### config.mk
export PLATFORM = sky130hd
export DESIGN_NAME = id_exe_skid_reg
export DESIGN_NICKNAME = d
export VERILOG_FILES = /design/src/rtl/id_exe_skid_reg.sv
export SDC_FILE = /design/constraint.sdc
export NUM_CORES = 1
export LEC_CHECK = 0
export BUFFER_PORTS_ARGS = -buffer_cell sky130_fd_sc_hd__buf_4
export CORE_ASPECT_RATIO = 1.4
export CORE_MARGIN = 2
export CORE_UTILIZATION = 50
export CTS_CLUSTER_DIAMETER = 60
export DETAILED_ROUTE_END_ITERATION = 12
export GPL_ROUTABILITY_DRIVEN = 0
export HOLD_SLACK_MARGIN = 0.12
export PLACE_DENSITY = 0.75
export SLEW_MARGIN = 0
export SYNTH_ARGS = -nofsm -noshare
export SYNTH_HDL_FRONTEND = slang
export SYNTH_SLANG_ARGS = --single-unit
### constraint.sdc
create_clock -name clk -period 2.15 [get_ports clk]
set_input_delay 0.215 -clock clk [delete_from_list [all_inputs] [get_ports clk]]
set_output_delay 0.215 -clock clk [all_outputs]
set_load 0.02 [all_outputs]
### src/rtl/id_exe_skid_reg.sv
// ID->EXE pipeline register with a two-entry skid buffer, synchronous flush and
// saturating stall/flush statistics. id_ready is registered so EXE never sees a combinational path to ID.
module id_exe_skid_reg #(
    parameter int DATA_W = 32,
    parameter int REG_W  = 5,
    parameter int ALUC_W = 4,
    parameter int TAG_W  = 4,
    parameter int CNT_W  = 16
) (
    input  logic              clk,
    input  logic              rst_n,
    input  logic              flush,
    input  logic              id_valid,
    output logic              id_ready,
    input  logic [4:0]        id_ctrl,
    input  logic [ALUC_W-1:0] id_aluc,
    input  logic [DATA_W-1:0] id_data_a,
    input  logic [DATA_W-1:0] id_data_b,
    input  logic [DATA_W-1:0] id_imm,
    input  logic              id_regrt,
    input  logic [REG_W-1:0]  id_rt,
    input  logic [REG_W-1:0]  id_rd,
    input  logic [TAG_W-1:0]  id_ins_type,
    input  logic [TAG_W-1:0]  id_ins_number,
    output logic              exe_valid,
    input  logic              exe_ready,
    output logic [4:0]        e_ctrl,
    output logic [ALUC_W-1:0] e_aluc,
    output logic [DATA_W-1:0] e_data_a,
    output logic [DATA_W-1:0] e_data_b,
    output logic [DATA_W-1:0] e_imm,
    output logic              e_regrt,
    output logic [REG_W-1:0]  e_rt,
    output logic [REG_W-1:0]  e_rd,
    output logic [TAG_W-1:0]  e_ins_type,
    output logic [TAG_W-1:0]  e_ins_number,
    output logic [CNT_W-1:0]  stall_cnt,
    output logic [CNT_W-1:0]  flush_cnt
);

    typedef struct packed {
        logic [4:0]        ctrl;
        logic [ALUC_W-1:0] aluc;
        logic [DATA_W-1:0] data_a;
        logic [DATA_W-1:0] data_b;
        logic [DATA_W-1:0] imm;
        logic              regrt;
        logic [REG_W-1:0]  rt;
        logic [REG_W-1:0]  rd;
        logic [TAG_W-1:0]  ins_type;
        logic [TAG_W-1:0]  ins_number;
    } payload_t;

    typedef enum logic [1:0] {EMPTY, ONE, FULL} state_e;

    state_e           state_q, state_d;
    payload_t         in_pl, main_q, main_d, skid_q, skid_d;
    logic             id_ready_q;
    logic             in_fire, out_fire, skid_valid;
    logic [CNT_W-1:0] stall_cnt_q, stall_cnt_d, flush_cnt_q, flush_cnt_d;

    assign in_pl = '{ctrl: id_ctrl, aluc: id_aluc, data_a: id_data_a, data_b: id_data_b,
                     imm: id_imm, regrt: id_regrt, rt: id_rt, rd: id_rd,
                     ins_type: id_ins_type, ins_number: id_ins_number};

    assign exe_valid  = (state_q != EMPTY);
    assign skid_valid = (state_q == FULL);
    assign in_fire    = id_valid && id_ready_q;
    assign out_fire   = exe_valid && exe_ready;

    always_comb begin
        // NOTE: every comb output gets a default first so no path infers a latch.
        state_d = state_q;
        main_d  = main_q;
        skid_d  = skid_q;
        if (flush) begin
            state_d = EMPTY;
        end else begin
            unique case (state_q)
                EMPTY: if (in_fire) begin
                    main_d  = in_pl;
                    state_d = ONE;
                end
                ONE: if (in_fire && out_fire) begin
                    main_d = in_pl;
                end else if (in_fire) begin
                    skid_d  = in_pl;
                    state_d = FULL;
                end else if (out_fire) begin
                    state_d = EMPTY;
                end
                FULL: if (out_fire) begin
                    main_d  = skid_q;
                    state_d = ONE;
                end
                default: state_d = EMPTY;
            endcase
        end
    end

    // Stall is counted even in a flush cycle; both counters stick at all-ones.
    always_comb begin
        stall_cnt_d = stall_cnt_q;
        flush_cnt_d = flush_cnt_q;
        if (exe_valid && !exe_ready && (stall_cnt_q != '1))
            stall_cnt_d = stall_cnt_q + 1'b1;
        if (flush && exe_valid && (flush_cnt_q != '1))
            flush_cnt_d = flush_cnt_q + 1'b1;
    end

    // NOTE: sequential state uses non-blocking assignments so all flops update together.
    always_ff @(posedge clk or negedge rst_n) begin
        if (!rst_n) begin
            state_q     <= EMPTY;
            id_ready_q  <= 1'b1;
            stall_cnt_q <= '0;
            flush_cnt_q <= '0;
        end else begin
            state_q     <= state_d;
            id_ready_q  <= (state_d != FULL);
            stall_cnt_q <= stall_cnt_d;
            flush_cnt_q <= flush_cnt_d;
        end
    end

    // NOTE: payload regs are reset so e_* read as zero, not X, before the first transfer.
    always_ff @(posedge clk or negedge rst_n) begin
        if (!rst_n) begin
            main_q <= '0;
            skid_q <= '0;
        end else begin
            main_q <= main_d;
            skid_q <= skid_d;
        end
    end

    assign id_ready     = id_ready_q;
    assign e_ctrl       = exe_valid ? main_q.ctrl : 5'b0;
    assign e_aluc       = main_q.aluc;
    assign e_data_a     = main_q.data_a;
    assign e_data_b     = main_q.data_b;
    assign e_imm        = main_q.imm;
    assign e_regrt      = main_q.regrt;
    assign e_rt         = main_q.rt;
    assign e_rd         = main_q.rd;
    assign e_ins_type   = main_q.ins_type;
    assign e_ins_number = main_q.ins_number;
    assign stall_cnt    = stall_cnt_q;
    assign flush_cnt    = flush_cnt_q;

    // skid_valid exists for readability of the state mapping; keep it observable in sim.
    logic skid_valid_unused;
    assign skid_valid_unused = skid_valid;

endmodule

==> results.md <==
- The root buffer selected by CTS is clkbuf_16.
- CTS built an H-tree with a depth of 1.
- The number of clock buffers inserted by TritonCTS is 28.
- Of the available clock period, the critical path in the final layout requires 0.8888.
- The all-layer global routing usage is 0.2122.
- The sum of routed wire length over all layers is 29.10 mm.
- Counting instances in the post-synthesis netlist gives the leading cell types as 282 x dfrtp_1, 137 x nand2_1, 125 x mux2_2, 125 x mux2i_1, 120 x buf_4.
- In this run the remaining antenna-violating nets after routing total 0.
- Counting flops with a built-in enable in the synthesized netlist gives 0.
- The layout-stage area growth over the synthesis result is 30.86%.
- Data on the critical path is required at its endpoint by 2.58 ns.
- The count of vias placed by the detailed router is between 8000 and 9000.
- The post-CTS setup repair buffer count is 0.
- The share of synthesized area in the top cell type comes to 0.5533.
- In the synthesized netlist the dominant register cell turns out to be dfrtp_1.
- The width of the chip is 139.0 µm.
- The initial antenna violation count is 1.
- In this run the count of I/O pins placed on the die edge is ~290.
- In this run the tool buffered the top-level ports with 286 buffer cells.
- The critical register-to-register path startpoint is flush_cnt[0].
- Synthesis produced a netlist whose cell count is 1072.
- Setup repair after global routing left no endpoint under its margin.
- The number of failing hold endpoints at the final stage is 0.
- For this design, the sink count on the clock tree is 283.
- Clock latency on the worst-skew pair, taken at its later pin, is 0.54 ns.
- The area of all placed cells without fillers is 0.01669 mm².
- Of the total synthesized cell area, the portion taken by full adders, half adders and majority gates is 0.001962.
- The capturing element type of the critical path is a flip-flop.
- The Yosys step of the flow raised 0 warnings.
- The clock-pin slew on the worst setup and hold paths is 0.06 ns.
- The xor and xnor fraction of the mapped netlist area is 0.01992.
- The most frequently used cell type in the post-synthesis netlist is dfrtp_1.
- By area the synthesized netlist is led by dfrtp_1 55%, mux2_2 11%, mux2i_1 9.8%, buf_4 7.1%, o21ai_0 4.4%.
- Of the total synthesized cell area, the portion taken by AND, OR, NAND and NOR gates is 0.06818.
- The clock share of power is 0.300.
- Dividing the detail-routed wire length by the instance count gives roughly 17 µm.
- The number of placement rows is ~70.
- The synthesized design contains 283 register bits.
- The TritonCTS clock tree is built.
- The region available for standard cell placement spans 0.02521 mm².
- The area of the die is 0.02682 mm².
- The number of max-cap violations is 0.
- The max-slew violation count is 0.
- The worst reg2reg path endpoint is flush_cnt[1].
- The starting density of the core is 0.5059.
- In this run the power density over the cells is 943.8 mW/mm².
- The post-synth design cell area is 0.01275 mm².
- The worst register-to-register path has a depth of 4.
- The share of total power dissipated in combinational logic is 0.235.
- The first TritonRoute pass finished after 4 iterations.
- After layout, the minimum clock period comes to 1.911 ns.
- For this run the aggregate overflow at the end of global routing stands at 0.
- After legalization and detailed placement, the total HPWL measured 18.77 mm.
- Dividing the synthesized area by the synthesized cell count gives 11.90 µm².
- The biggest area contributor in the post-synthesis netlist is dfrtp_1.
- The total placed cells including tap cells is 1526.
- Hold is met by 0.1493 ns.
- The share of total power dissipated in sequential elements is 0.465.
- VDD sags by at most roughly 0.85 mV.
- The worst setup path category is reg -> reg.
- For this design the static power due to leakage is 7.740 nW.
- In this run the worst setup path begins at flush_cnt[0].
- The wire length of the first global-routing pass is around 47 mm.
- The maximum clock skew at final layout is 0.009064 ns.
- Of the total power, the share spent switching nets is 0.2901.
- Setup slack on the worst reg-to-reg path comes out at approximately 0.24 ns.
- Entering global routing, the biggest net connects between 80 and 90 pins.
- The internal power is 11.18 mW.
- The cell at the slowest stage of the critical path is a31oi_1.
- The number of nets at the end of the flow is 1495.
- The largest driver fanout on the critical path is 6.
- The clock tree buffer depth is 3.
- The multiplexer fraction of the synthesized cell area is 0.2094.
- Using the TritonRoute via totals, the vias-per-cell ratio works out to around 5.1.
- The instance area after placement is 0.01454 mm².
- The critical path capture point is flush_cnt[1].
- At the worst endpoint, the arrival time is 2.34 ns.
- For this run, asynchronously set or reset flops after synthesis account for 1.000.
- The critical path goes through ha_1 > and4_1 > a31oi_1 > mux2_2.
- The post-synthesis compound-gate area fraction is 0.05523.
- In this run, the number of DRC markers left after iteration 0 of detailed routing was 279.
- The finished layout holds 1703 standard cells, fillers aside.
- The type of the most critical hold path is in -> async.
- The flow ran to the end, and the final reports show no timing, DRC or antenna violations.
- The DRC violations left is 0.
- In the final layout, the share of cells above drive strength 1 is 0.3492.
- Counting every net in the synthesized netlist gives 1203.
- From bottom edge to top edge, the die measures between 150 and 200 µm.
- For the pin with the worst max-slew slack, the measured transition is 0.5136 ns.
- Headroom to the max-slew limit came out at 0.6560.
- The startpoint kind of the worst setup timing path is a flip-flop.
- The number of global-route vias before repair came to 9379.
- In this design, the stage delay of the slowest critical-path cell is 0.48 ns.
- Setup violations remaining at the end of the flow were counted as 0.
- For this design the total switching power over the nets is 4.569 mW.
- Yosys mapped the design onto 40 distinct sky130hd cell types.
- The largest family of logic cells by synthesized area is multiplexers.
- The sequential share of the synthesized area is 0.5554.
- The total negative setup slack is 0 ns.
- The maximum clock frequency is 523.3 MHz.
-- metrics by stage --
step / setup slack, ns / power (mW) / util
6_report: 0.2390 / 15.75 / 0.6621
5_1_grt: 0.07325 / 16.57 / 0.6621
4_1_cts: 0.2265 / 15.86 / 0.6620
3_5_place_dp: 0.2604 / 10.91 / 0.5767
3_3_place_gp: 0.3180 / 10.73 / 0.5767
2_1_floorplan: 0.2382 / 9.808 / -
-- sequential cells by signal, summed over array words and instances, names as in the netlist --
| register | cells |
|---|---|
| e_aluc | 4 |
| e_data_a | 32 |
| e_data_b | 32 |
| e_imm | 32 |
| e_ins_number | 4 |
| e_ins_type | 4 |
| e_rd | 5 |
| e_regrt | 1 |
| e_rt | 5 |
| flush_cnt | 16 |
| id_ready | 1 |
| main_q | 5 |
| skid_q | 124 |
| stall_cnt | 16 |
| state_q | 2 |
-- cells in the final DEF, fill, tap and decap left out, types with 2 or more instances in the layout --
| cell type | instances |
|---|---|
| buf_4 | 294 |
| dfrtp_1 | 282 |
| nand2_1 | 137 |
| dlygate4sd3_1 | 127 |
| mux2i_1 | 125 |
| mux2_2 | 125 |
| o21ai_0 | 111 |
| clkbuf_16 | 29 |
| xor2_1 | 17 |
| o21ai_1 | 14 |
| buf_12 | 14 |
| xnor2_1 | 12 |
| nand3_1 | 9 |
| and3_1 | 9 |
| clkbuf_1 | 9 |
| nor2_1 | 8 |
| nor2b_1 | 7 |
| clkinv_2 | 5 |
| a21oi_1 | 4 |
| nand4_1 | 4 |
| clkbuf_8 | 4 |
| inv_1 | 3 |
| nor3_1 | 3 |
| nor4_1 | 3 |
| or3_1 | 2 |
| nor3_2 | 2 |
| and4_1 | 2 |
| ha_1 | 2 |
-- logic make-up (layout without fill, tap and decap cells) --
| kind of cell | count (synthesis) | in the layout |
|---|---|---|
| flip-flops | 283 | 283 |
| multiplexers | 251 | 251 |
| AND/OR/NAND/NOR | 194 | 194 |
| buffers and inverters | 177 | 488 |
| AO/OA/AOI/OAI | 136 | 136 |
| XOR/XNOR | 29 | 29 |
| adder cells (fa/ha/maj) | 2 | 2 |
| other | 0 | 1 |
-- power groups by stage --
stage | logic, mW | registers [mW] | clock network (mW)
after floorplan | 2.51 | 7.30 | 0
after global placement | 3.42 | 7.30 | 0
after detailed placement | 3.52 | 7.38 | 0
after CTS | 3.72 | 7.30 | 4.84
after global routing | 4.02 | 7.47 | 5.07
final | 3.71 | 7.32 | 4.73
-- layout make-up --
class	count	area, µm²
multi-input cells	612	4542
flip-flops and latches	283	7083
diodes	1	2.502
repair buffers	436	3774
well taps	319	399.1
clock inverters	7	63.81
inverters	3	11.26
fillers	1878	8519
clock buffers	42	814.5
-- worst min-delay path by stage --
stage	start	to	slack, ns	cells after the start
2_1_floorplan	rst_n	e_aluc[0]	-0.08	0
3_3_place_gp	rst_n	skid_q[20]	0.13	1
3_5_place_dp	rst_n	e_imm[0]	0.13	1
4_1_cts	rst_n	e_imm[0]	0.15	2
5_1_grt	rst_n	skid_q[20]	0.17	2
6_report	rst_n	e_imm[0]	0.15	2
-- metal layers --
| layer | track usage | share of wire | wire (µm) |
|---|---|---|---|
| met3 | 0.04050 | 0.050 | 1453 |
| met2 | 0.3960 | 0.53 | 15520 |
| met1 | 0.2438 | 0.38 | 11070 |
| met4 | 0.07653 | 0.036 | 1052 |
| met5 | 0 | 0 | 0 |
-- timing repair --
action,in CTS,in global routing
endpoints found under the hold margin,534,0
resized for setup,0,0
hold buffers,127,0
-- worst max-delay path, delay by kind of cell (launching register included) --
kind | cells | cell delay, ns
fa+ha+maj | 1 | 0.24
compound gates | 1 | 0.48
simple gates | 1 | 0.28
mux | 1 | 0.39
flops | 1 | 0.42
Note: power is estimated with default switching activity, not from simulation.
